`src/rtl/decodificador_bcd_pkg.sv`:
```
// Shared types and defaults for the BCD-to-binary decoder.
// Keeps the FSM encoding and digit count in one place.
package decodificador_bcd_pkg;

  localparam int DIGITS_DEF = 4;

  typedef enum logic [1:0] {
    IDLE,
    SHIFT,
    DONE
  } state_t;

endpackage

```
`src/rtl/decodificador_bcd_resta3.sv`:
```
// Per-digit correction for reverse double-dabble.
// Subtracts 3 from a nibble whose value is 8 or more.
module bcd_resta3 (
  input  logic [3:0] din,
  output logic [3:0] dout
);

  assign dout = (din >= 4'd8) ? din - 4'd3 : din;

endmodule

```
`src/rtl/decodificador_bcd.sv`:
```
// Sequential packed-BCD to binary converter.
// One reverse double-dabble iteration per SHIFT cycle.
module decodificador_bcd
  import decodificador_bcd_pkg::*;
#(
  parameter int DIGITS = DIGITS_DEF
) (
  input  logic              clk,
  input  logic              rst,
  input  logic              start,
  input  logic [4*DIGITS-1:0] bcd_in,
  output logic [4*DIGITS-1:0] binary_out,
  output logic              busy,
  output logic              done,
  output logic              err
);

  localparam int W  = 4 * DIGITS;
  localparam int CW = $clog2(W) + 1;
  localparam logic [CW-1:0] LAST = CW'(W - 1);

  state_t        state;
  logic [W-1:0]  bcd_reg;
  logic [W-1:0]  bin_reg;
  logic [CW-1:0] cnt;

  logic [W-1:0]      bcd_sh;
  logic [W-1:0]      bcd_nx;
  logic [W-1:0]      bin_nx;
  logic [DIGITS-1:0] bad;

  assign bcd_sh = {1'b0, bcd_reg[W-1:1]};
  assign bin_nx = {bcd_reg[0], bin_reg[W-1:1]};

  for (genvar g = 0; g < DIGITS; g++) begin : g_dig
    bcd_resta3 u_r3 (
      .din  (bcd_sh[4*g +: 4]),
      .dout (bcd_nx[4*g +: 4])
    );
    assign bad[g] = bcd_in[4*g +: 4] > 4'd9;
  end

  always_ff @(posedge clk or posedge rst) begin
    if (rst) begin
      state      <= IDLE;
      bcd_reg    <= '0;
      bin_reg    <= '0;
      cnt        <= '0;
      binary_out <= '0;
      busy       <= 1'b0;
      done       <= 1'b0;
      err        <= 1'b0;
    end else begin
      unique case (state)
        IDLE: begin
          if (start) begin
            bcd_reg <= bcd_in;
            bin_reg <= '0;
            cnt     <= '0;
            // Invalid digits skip the iterations entirely.
            if (|bad) begin
              state      <= DONE;
              done       <= 1'b1;
              err        <= 1'b1;
              binary_out <= '0;
            end else begin
              state <= SHIFT;
              busy  <= 1'b1;
            end
          end
        end
        SHIFT: begin
          bcd_reg <= bcd_nx;
          bin_reg <= bin_nx;
          cnt     <= cnt + CW'(1);
          if (cnt == LAST) begin
            state      <= DONE;
            busy       <= 1'b0;
            done       <= 1'b1;
            err        <= 1'b0;
            binary_out <= bin_nx;
          end
        end
        DONE: begin
          state <= IDLE;
          done  <= 1'b0;
        end
        default: state <= IDLE;
      endcase
    end
  end

endmodule
```
`config.mk`:
```
export PLATFORM = sky130hd
export DESIGN_NAME = decodificador_bcd
export DESIGN_NICKNAME = d
export VERILOG_FILES = /design/src/rtl/decodificador_bcd_pkg.sv /design/src/rtl/decodificador_bcd_resta3.sv /design/src/rtl/decodificador_bcd.sv
export SDC_FILE = /design/constraint.sdc
export NUM_CORES = 1
export LEC_CHECK = 0
export BUFFER_PORTS_ARGS = -buffer_cell sky130_fd_sc_hd__clkbuf_2
export CAP_MARGIN = 0
export CORE_MARGIN = 2
export CORE_UTILIZATION = 54
export DETAILED_ROUTE_END_ITERATION = 16
export PLACE_DENSITY = 0.83
export SLEW_MARGIN = 40
export SYNTH_ARGS = -nofsm -noshare
export SYNTH_HDL_FRONTEND = slang
export SYNTH_SLANG_ARGS = --single-unit
```
`constraint.sdc`:
```
create_clock -name clk -period 2.14 [get_ports clk]
set_input_delay 0.107 -clock clk [delete_from_list [all_inputs] [get_ports clk]]
set_output_delay 0.107 -clock clk [all_outputs]
set_load 0.1 [all_outputs]
```
==> results_dict.tcl, run 1 <==
set metrics [dict create \
    status "completed" \
    critPathArrivalTime_ns 2.18 \
    worst_pin_slew_ns 0.8367 \
    worst_slack_ns 0.1894 \
    syn_nets 321 \
    htree_num_levels 3 \
    rsz0062_at_grt "no" \
    grt_usage_pct 23.81 \
    crit_chain "ha_1, and3_1, ha_1, nor2b_2, a21oi_1, o221ai_1" \
    syn_to_final_growth_pct 14.99 \
    rows 26 \
    synth-simple-area-share_pct 12.75 \
    peakVddDrop_mv 0.6016 \
    port-buffer-count 37 \
    yosys.cell_types.count 34 \
    drv_cap 0 \
    fin_area_sq_um 3339 \
    final_util_pct 64.97 \
    syn_inst 294 \
    setup_violations 0 \
    drv_slew 0 \
    wirelength_um 6666 \
    cts.clk_slew.worst_paths_ns 0.06 \
    netlist_area_sq_um 2904 \
    grt_pass1_wl_um 11270 \
    min_period_ns 1.951 \
    n_antenna_cell 0 \
    muxShareOfSynthArea_pct 2.197 \
    crit_type "reg2reg" \
    startpoint_type "flop" \
    dr.first_iter.drc_count 194 \
    cpMostUsedCell "ha_1" \
    fin_crit_sh_pct 91.15 \
    finalNonFillerCells 404 \
    cp_max_fo 16 \
    die_x_um 77.34 \
    end_kind "flop" \
    wire_per_inst_um 16.50 \
    synth_top_family_by_area "compound AO/OA/AOI/OAI gates" \
    start_util_pct 56.50 \
    synth_ff_type "dfrtp_1" \
    place_ws_ns 0.1831 \
    synth_edf_count 0 \
    grt-ovfl-total 0 \
    nets 358 \
    ctsRootBufferMaster "clkbuf_8" \
    synth.largest_area_cell "dfrtp_1" \
    clock-sinks 57 \
    dp_cells 389 \
    cp_slowest_cell "nor2b_2" \
    place_area_sq_um 3167 \
    final_layout_size_suffix_gt1_share_pct 20.36 \
    antenna_found_initial 0 \
    synth_xor_area_share_pct 1.810 \
    hold_buffers 1 \
    dp_hpwl_um 4387 \
    max_stage_delay_ns 0.58 \
    die_h_um 77.34 \
    synthAdderAreaFrac_pct 3.447 \
    clock.fmax_mhz 512.7 \
    fin_skew_ns 0.007125 \
    yosys_warnings 0 \
    grt_pass1_vias 2422 \
    core_area_sq_um 5140 \
    postSynthAreaPerCell_sq_um 9.878 \
    synth_compound_area_share_pct 25.20 \
    cts_tree "yes" \
    powerDensity_nw_per_um2 1057 \
    grt_max_degree 58 \
    ys_seq_area_share_pct 49.12 \
    routabilityCongestion 0.8227 \
    slew_headroom_pct 44.01 \
    cp.required_ns 2.37 \
    clk_latency_ns 0.33 \
    ant_nets 0 \
    num_vias 2462 \
    ys_ff_latch 57 \
    dr.pass1.iters 4 \
    drc 0 \
    p_leak_nw 1.537 \
    cts_buffers 9 \
    synth_top_cells_by_area "dfrtp_1 (49%), nand2_1 (6.2%), a22o_1 (4.8%)" \
    yosysTopAreaCellShare_pct 49.12 \
    die_area_sq_um 5981 \
    io_pins 38 \
    vias_per_cell 6.094 \
    clock_path_buffers 2 \
    final.setup.tns_ns 0 \
    cts_resized 0 \
    post_cts_buffers 0 \
    hold_class "in2reg" \
    hold_viol 0 \
    async_flop_share_pct 100.0 \
]
-- path summary, 6_finish.rpt --
path / from / endpoint / slack (ns) / cells past startpoint
max: cnt[0] / binary_out[6] / 0.19 / 6
min: bcd_in[15] / bcd_reg[15] / 0.06 / 2
max reg2reg: cnt[0] / binary_out[6] / 0.19 / 6
min reg2reg: cnt[3] / cnt[3] / 0.47 / 1
max in group asynchronous: rst / cnt[0] / 1.15 / 4
min in group asynchronous: rst / bcd_reg[2] / 0.52 / 4
-- Yosys cell counts (4+ instances only) --
cell / count
buf_2: 12
nand2_1: 48
a22o_1: 16
clkbuf_1: 6
a22oi_1: 10
ha_1: 8
inv_1: 12
dfrtp_1: 57
o21ai_0: 18
nor2_1: 5
nor2b_1: 22
a21oi_1: 20
o22ai_1: 4
o221ai_1: 16
-- metal layers --
metal	vias up	global-route usage, %	routed length (um)	share of wire (%)
met5	-	0	0	0
met4	0	10.18	147	2.2
met3	16	4.419	384	5.8
met2	80	39.48	3329	50
met1	1228	30.66	2804	42
li1	1138	-	-	-
-- power breakdown --
group | switching [mW] | internal [mW] | leakage (nW)
logic | 0.670 | 0.454 | 0.699
registers | 0.262 | 1.27 | 0.756
clock network | 0.395 | 0.472 | 0.0826
-- stage by stage --
| stage | total power [mW] | hold slack (ns) |
|---|---|---|
| 2_1_floorplan | 2.362 | 0.2738 |
| 3_3_place_gp | 2.596 | 0.3319 |
| 3_5_place_dp | 2.671 | 0.3380 |
| 4_1_cts | 3.541 | 0.04665 |
| 5_1_grt | 3.742 | 0.07457 |
| 6_report | 3.529 | 0.05786 |
-- final cells by class --
cell class | count | area, sq um
repair buffers | 49 | 285.3
inverters | 12 | 45.04
multi-input cells | 202 | 1333
fillers | 427 | 1800
flip-flops and latches | 57 | 1426
clock buffers | 14 | 162.7
well taps | 70 | 87.58
-- worst max-delay path: cells and delay by family, from the launching register on --
family	cells	cell delay, ns
AND/OR/NAND/NOR	2	0.75
flip-flops	1	0.38
AO/OA/AOI/OAI	2	0.36
adder cells (fa/ha/maj)	2	0.35
-- cells by family (layout without fill, tap and decap cells) --
logic type | count (synthesis) | count (layout)
AO/OA/AOI/OAI | 102 | 102
XOR/XNOR | 6 | 6
adder cells (fa/ha/maj) | 8 | 8
buffers and inverters | 35 | 75
flip-flops | 57 | 57
multiplexers | 6 | 6
AND/OR/NAND/NOR | 80 | 80
-- layout by cell type (no fill, tap or decap), types with 2 or more instances in the layout --
master,synthesis,layout
inv_1,12,11
o21ai_0,18,18
a32o_1,2,2
o22a_1,3,3
a211oi_1,3,3
a22o_1,16,16
nor2_1,5,5
nand2_1,48,48
mux2_2,3,3
clkbuf_8,0,11
a22oi_1,10,10
o221ai_1,16,16
a32oi_1,3,3
buf_4,3,10
nand4_1,2,2
dfrtp_1,57,57
clkbuf_1,6,3
xor2_1,3,3
o22ai_1,4,4
nor2b_1,22,21
a21oi_1,20,20
clkbuf_2,1,37
xnor2_1,3,3
o221a_2,3,3
ha_1,8,8
mux2i_1,3,3
Note: power is estimated with default switching activity, not from simulation.
==> inputs of run 2 (changes only) <==
--- a/config.mk
+++ b/config.mk
@@ -9,6 +9,7 @@
 export CAP_MARGIN = 0
 export CORE_MARGIN = 2
 export CORE_UTILIZATION = 54
+export CTS_BUF_LIST = sky130_fd_sc_hd__clkbuf_4 sky130_fd_sc_hd__clkbuf_8
 export DETAILED_ROUTE_END_ITERATION = 16
 export PLACE_DENSITY = 0.83
 export SLEW_MARGIN = 40
==> results_dict.tcl, run 2 (synthesis results as in run 1) <==
set metrics [dict create \
    status "completed" \
    rows 26 \
    cp.required_ns 2.37 \
    cts.clk_slew.worst_paths_ns 0.06 \
    grt_pass1_vias 2416 \
    final_common_cell "dfrtp_1" \
    htree_num_levels 3 \
    core_area_sq_um 5140 \
    fin_crit_sh_pct 85.88 \
    grt-ovfl-total 0 \
    dp_cells 389 \
    layout_common_cells "dfrtp_1 (57), nand2_1 (48), clkbuf_2 (37)" \
    crit_family "simple AND/OR/NAND/NOR gates" \
    fin_skew_ns 0.005524 \
    crit_type "reg2reg" \
    grt_pass1_wl_um 11320 \
    antenna_found_initial 0 \
    setup_violations 0 \
    ant_nets 0 \
    worst-path-stages 4 \
    io_pins 38 \
    n_fill_cell 423 \
    min_period_ns 1.838 \
    die_x_um 77.34 \
    drv_slew 0 \
    nets 358 \
    final_layout_size_suffix_gt1_share_pct 21.26 \
    num_vias 2452 \
    clk_latency_ns 0.33 \
    dp_hpwl_um 4387 \
    clock-sinks 57 \
    startpoint_type "flop" \
    drc 0 \
    dr.first_iter.drc_count 191 \
    final.setup.tns_ns 0 \
    n_antenna_cell 0 \
    finalNonFillerCells 404 \
    drv_cap 0 \
    start_util_pct 56.50 \
    end_kind "flop" \
    r2r_cells 4 \
    rsz0062_at_grt "no" \
    cts_tree "yes" \
    hold_class "in2reg" \
    worst_pin_slew_ns 0.8281 \
    place_ws_ns 0.1831 \
    grt_max_degree 58 \
    cts_buffers 9 \
    peakVddDrop_mv 0.6025 \
    crit_chain "nor2_1, buf_4, nand2_1, o221ai_1" \
    clock.fmax_mhz 544.2 \
    cp_slowest_cell "nor2_1" \
    die_h_um 77.34 \
    max_stage_delay_ns 0.68 \
    whs_path_depth 2 \
    critPathArrivalTime_ns 2.07 \
    wirelength_um 6737 \
    dr.pass1.iters 5 \
    port-buffer-count 37 \
    die_area_sq_um 5981 \
    p_leak_nw 1.548 \
    worst_slack_ns 0.3023 \
    ctsRootBufferMaster "clkbuf_8" \
    finalPower_mw 3.572 \
    powerDensity_nw_per_um2 1064 \
    cp_max_fo 12 \
    slew_headroom_pct 44.59 \
    vias_per_cell 6.069 \
    crit_buf_inv 1 \
    routabilityCongestion 0.8227 \
    clock_path_buffers 2 \
    grt_usage_pct 23.87 \
    wire_per_inst_um 16.68 \
    syn_to_final_growth_pct 15.55 \
    hold_viol 0 \
]
-- run 2: cell counts in the layout (fill, tap and decap cells not counted) --
No cell type changed its count.
-- run 2: path summary, 6_finish.rpt --
check / start / end / slack (ns)
max: state[0] / binary_out[6] / 0.30
min: bcd_in[15] / bcd_reg[15] / 0.06
max reg2reg: state[0] / binary_out[6] / 0.30
min reg2reg: cnt[3] / cnt[3] / 0.47
max in group asynchronous: rst / state[0] / 1.14
min in group asynchronous: rst / binary_out[2] / 0.52
-- run 2: worst register-to-register path, delay by kind of cell, from the launching register on --
kind | cells | cell delay [ns]
AOI/OAI and AO/OA | 1 | 0.19
buffers and inverters | 1 | 0.32
DFF | 1 | 0.48
and+or+nand+nor | 2 | 0.75
-- run 2: power breakdown --
group	internal [mW]	switching [mW]
Clock	0.510	0.396
Sequential	1.27	0.266
Combinational	0.454	0.672
Total	2.24	1.33
-- run 2: what timing repair did --
action,4_1_cts,5_1_grt
setup buffers,0,0
resized for setup,0,1
setup endpoints to repair,0,1
hold buffers,1,0
hold endpoints to repair,57,0
-- run 2: metal layers --
layer,track usage [%],up-vias,routed length (um)
met5,0,-,0
met4,10.18,0,159
met3,4.419,17,358
met2,39.30,84,3342
met1,31.02,1213,2877
li1,-,1138,-
-- run 2: final cells by class --
cell class / instances / area (sq um) / area share (%)
well taps: 70 / 87.58 / 2.610
clock buffers: 14 / 173.9 / 5.183
inverters: 12 / 45.04 / 1.342
flip-flops and latches: 57 / 1426 / 42.51
repair buffers: 49 / 285.3 / 8.501
multi-input cells: 202 / 1338 / 39.86
-- run 2: stage by stage --
| step | instance area (sq um) | hold slack, ns | utilization (%) |
|---|---|---|---|
| after floorplan | 2904 | 0.2738 | - |
| after global placement | 3149 | 0.3319 | 61.27 |
| after detailed placement | 3167 | 0.3380 | 61.61 |
| after CTS | 3351 | 0.04665 | 65.19 |
| after global routing | 3356 | 0.07448 | 65.29 |
| final | 3356 | 0.05801 | 65.29 |
==> inputs of run 3 (changes only) <==
==> constraint.sdc (replaced) <==
create_clock -name clk -period 2.3 [get_ports clk]
set_input_delay 0.115 -clock clk [delete_from_list [all_inputs] [get_ports clk]]
set_output_delay 0.115 -clock clk [all_outputs]
set_load 0.1 [all_outputs]
==> results_dict.tcl, run 3 (synthesis results as in run 1) <==
set metrics [dict create \
    grt_pass1_vias 2380 \
    start_util_pct 56.50 \
    grt-ovfl-total 0 \
    dp_hpwl_um 4523 \
    cp_max_fo 16 \
    crit_chain "ha_1, and3_1, ha_1, nor2b_2, a21oi_1, o221ai_1" \
    nets 359 \
    dr.first_iter.drc_count 210 \
    critPathArrivalTime_ns 2.24 \
    powerDensity_nw_per_um2 1036 \
    clk_latency_ns 0.34 \
    die_h_um 77.34 \
    r2r_cells 6 \
    pwr-share-clk_pct 29.0 \
    seq_power_share_pct 40.7 \
    holdWs_ns 0.07867 \
    hold_viol 0 \
    cts_buffers 9 \
    antenna_found_initial 0 \
    finalPower_mw 3.540 \
    drv_slew 0 \
    dr.pass1.iters 5 \
    met3_usage_pct 5.930 \
    final.setup.tns_ns 0 \
    worst_pin_slew_ns 0.7404 \
    place_ws_ns 0.3432 \
    power.internal_mw 2.243 \
    cp.required_ns 2.54 \
    final_util_pct 66.50 \
    clock-sinks 57 \
    startpoint_type "flop" \
    grt.met1_usage_pct 33.88 \
    die_x_um 77.34 \
    cpMostUsedCell "ha_1" \
    wire_per_inst_um 16.76 \
    vias_per_cell 6.057 \
    core_area_sq_um 5140 \
    cts_tree "yes" \
    final_layout_size_suffix_gt1_share_pct 21.96 \
    grt_usage_pct 24.50 \
    status "completed" \
    syn_to_final_growth_pct 17.71 \
    cts.clk_slew.worst_paths_ns 0.06 \
    end_kind "flop" \
    p_sw_mw 1.297 \
    worst_slack_ns 0.2968 \
    routabilityCongestion 0.8544 \
    grt_max_degree 30 \
    grt.met2_usage_pct 38.35 \
    crit_type "reg2reg" \
    max_stage_delay_ns 0.63 \
    io_pins 38 \
    htree_num_levels 3 \
    drv_cap 0 \
    p_leak_nw 1.576 \
    finalNonFillerCells 407 \
    setup_violations 0 \
    fin_area_sq_um 3418 \
    drc 0 \
    final_common_cell "dfrtp_1" \
    rsz0062_at_grt "no" \
    cts_resized 0 \
    layout_common_cells "dfrtp_1 (57), nand2_1 (48), clkbuf_2 (37)" \
    peakVddDrop_mv 0.6997 \
    wirelength_um 6822 \
    rows 26 \
    power_frac_comb_pct 30.3 \
    netSwitchingFraction_pct 36.64 \
    n_antenna_cell 0 \
    dp_cells 390 \
    busiest_layer "met2" \
    clock.fmax_mhz 499.2 \
    grt_pass1_wl_um 11560 \
    slew_headroom_pct 50.41 \
    die_area_sq_um 5981 \
    clock_path_buffers 2 \
    port-buffer-count 37 \
    ant_nets 0 \
    fin_skew_ns 0.009392 \
    ctsRootBufferMaster "clkbuf_8" \
    fin_crit_sh_pct 87.10 \
    hold_class "in2reg" \
    cp_slowest_cell "nor2b_2" \
    whs_path_depth 3 \
    place_area_sq_um 3194 \
    num_vias 2465 \
    min_period_ns 2.003 \
]
[run 3: layout make-up]
cell class / count / area, sq um
inverters: 12 / 45.04
fillers: 425 / 1722
flip-flops and latches: 57 / 1426
clock inverters: 6 / 82.58
repair buffers: 50 / 312.8
well taps: 70 / 87.58
multi-input cells: 202 / 1333
clock buffers: 10 / 131.4
[run 3: repair_timing]
item	4_1_cts	5_1_grt
setup endpoints to repair	0	0
setup buffers	0	0
endpoints found under the hold margin	27	0
hold buffers	1	0
[run 3: power groups by stage]
stage | clock network, mW | logic, mW | registers (mW)
floorplan | 0 | 0.722 | 1.48
CTS | 1.03 | 1.07 | 1.44
global placement | 0 | 0.970 | 1.44
finish | 1.03 | 1.07 | 1.44
global route | 1.08 | 1.19 | 1.47
detailed placement | 0 | 1.06 | 1.45
[run 3: critical path, delay by kind of cell (launching register included)]
family,cells,cell delay (ns)
AOI/OAI and AO/OA,2,0.37
DFF,1,0.39
and+or+nand+nor,2,0.80
adders and majority gates,2,0.36
[run 3: worst paths after layout]
kind	slack (ns)	end	start
max in group asynchronous	1.23	err	rst
worst max-delay path	0.30	binary_out[3]	cnt[0]
worst min-delay path	0.08	bcd_reg[6]	bcd_in[6]
worst min register to register	0.48	cnt[3]	cnt[3]
min in group asynchronous	0.40	binary_out[4]	rst
worst max register to register	0.30	binary_out[3]	cnt[0]
[run 3: per-layer routing]
metal	vias up	routed length (um)
met5	-	0
met4	0	57
met3	7	418
met2	96	3362
met1	1224	2984
li1	1138	-
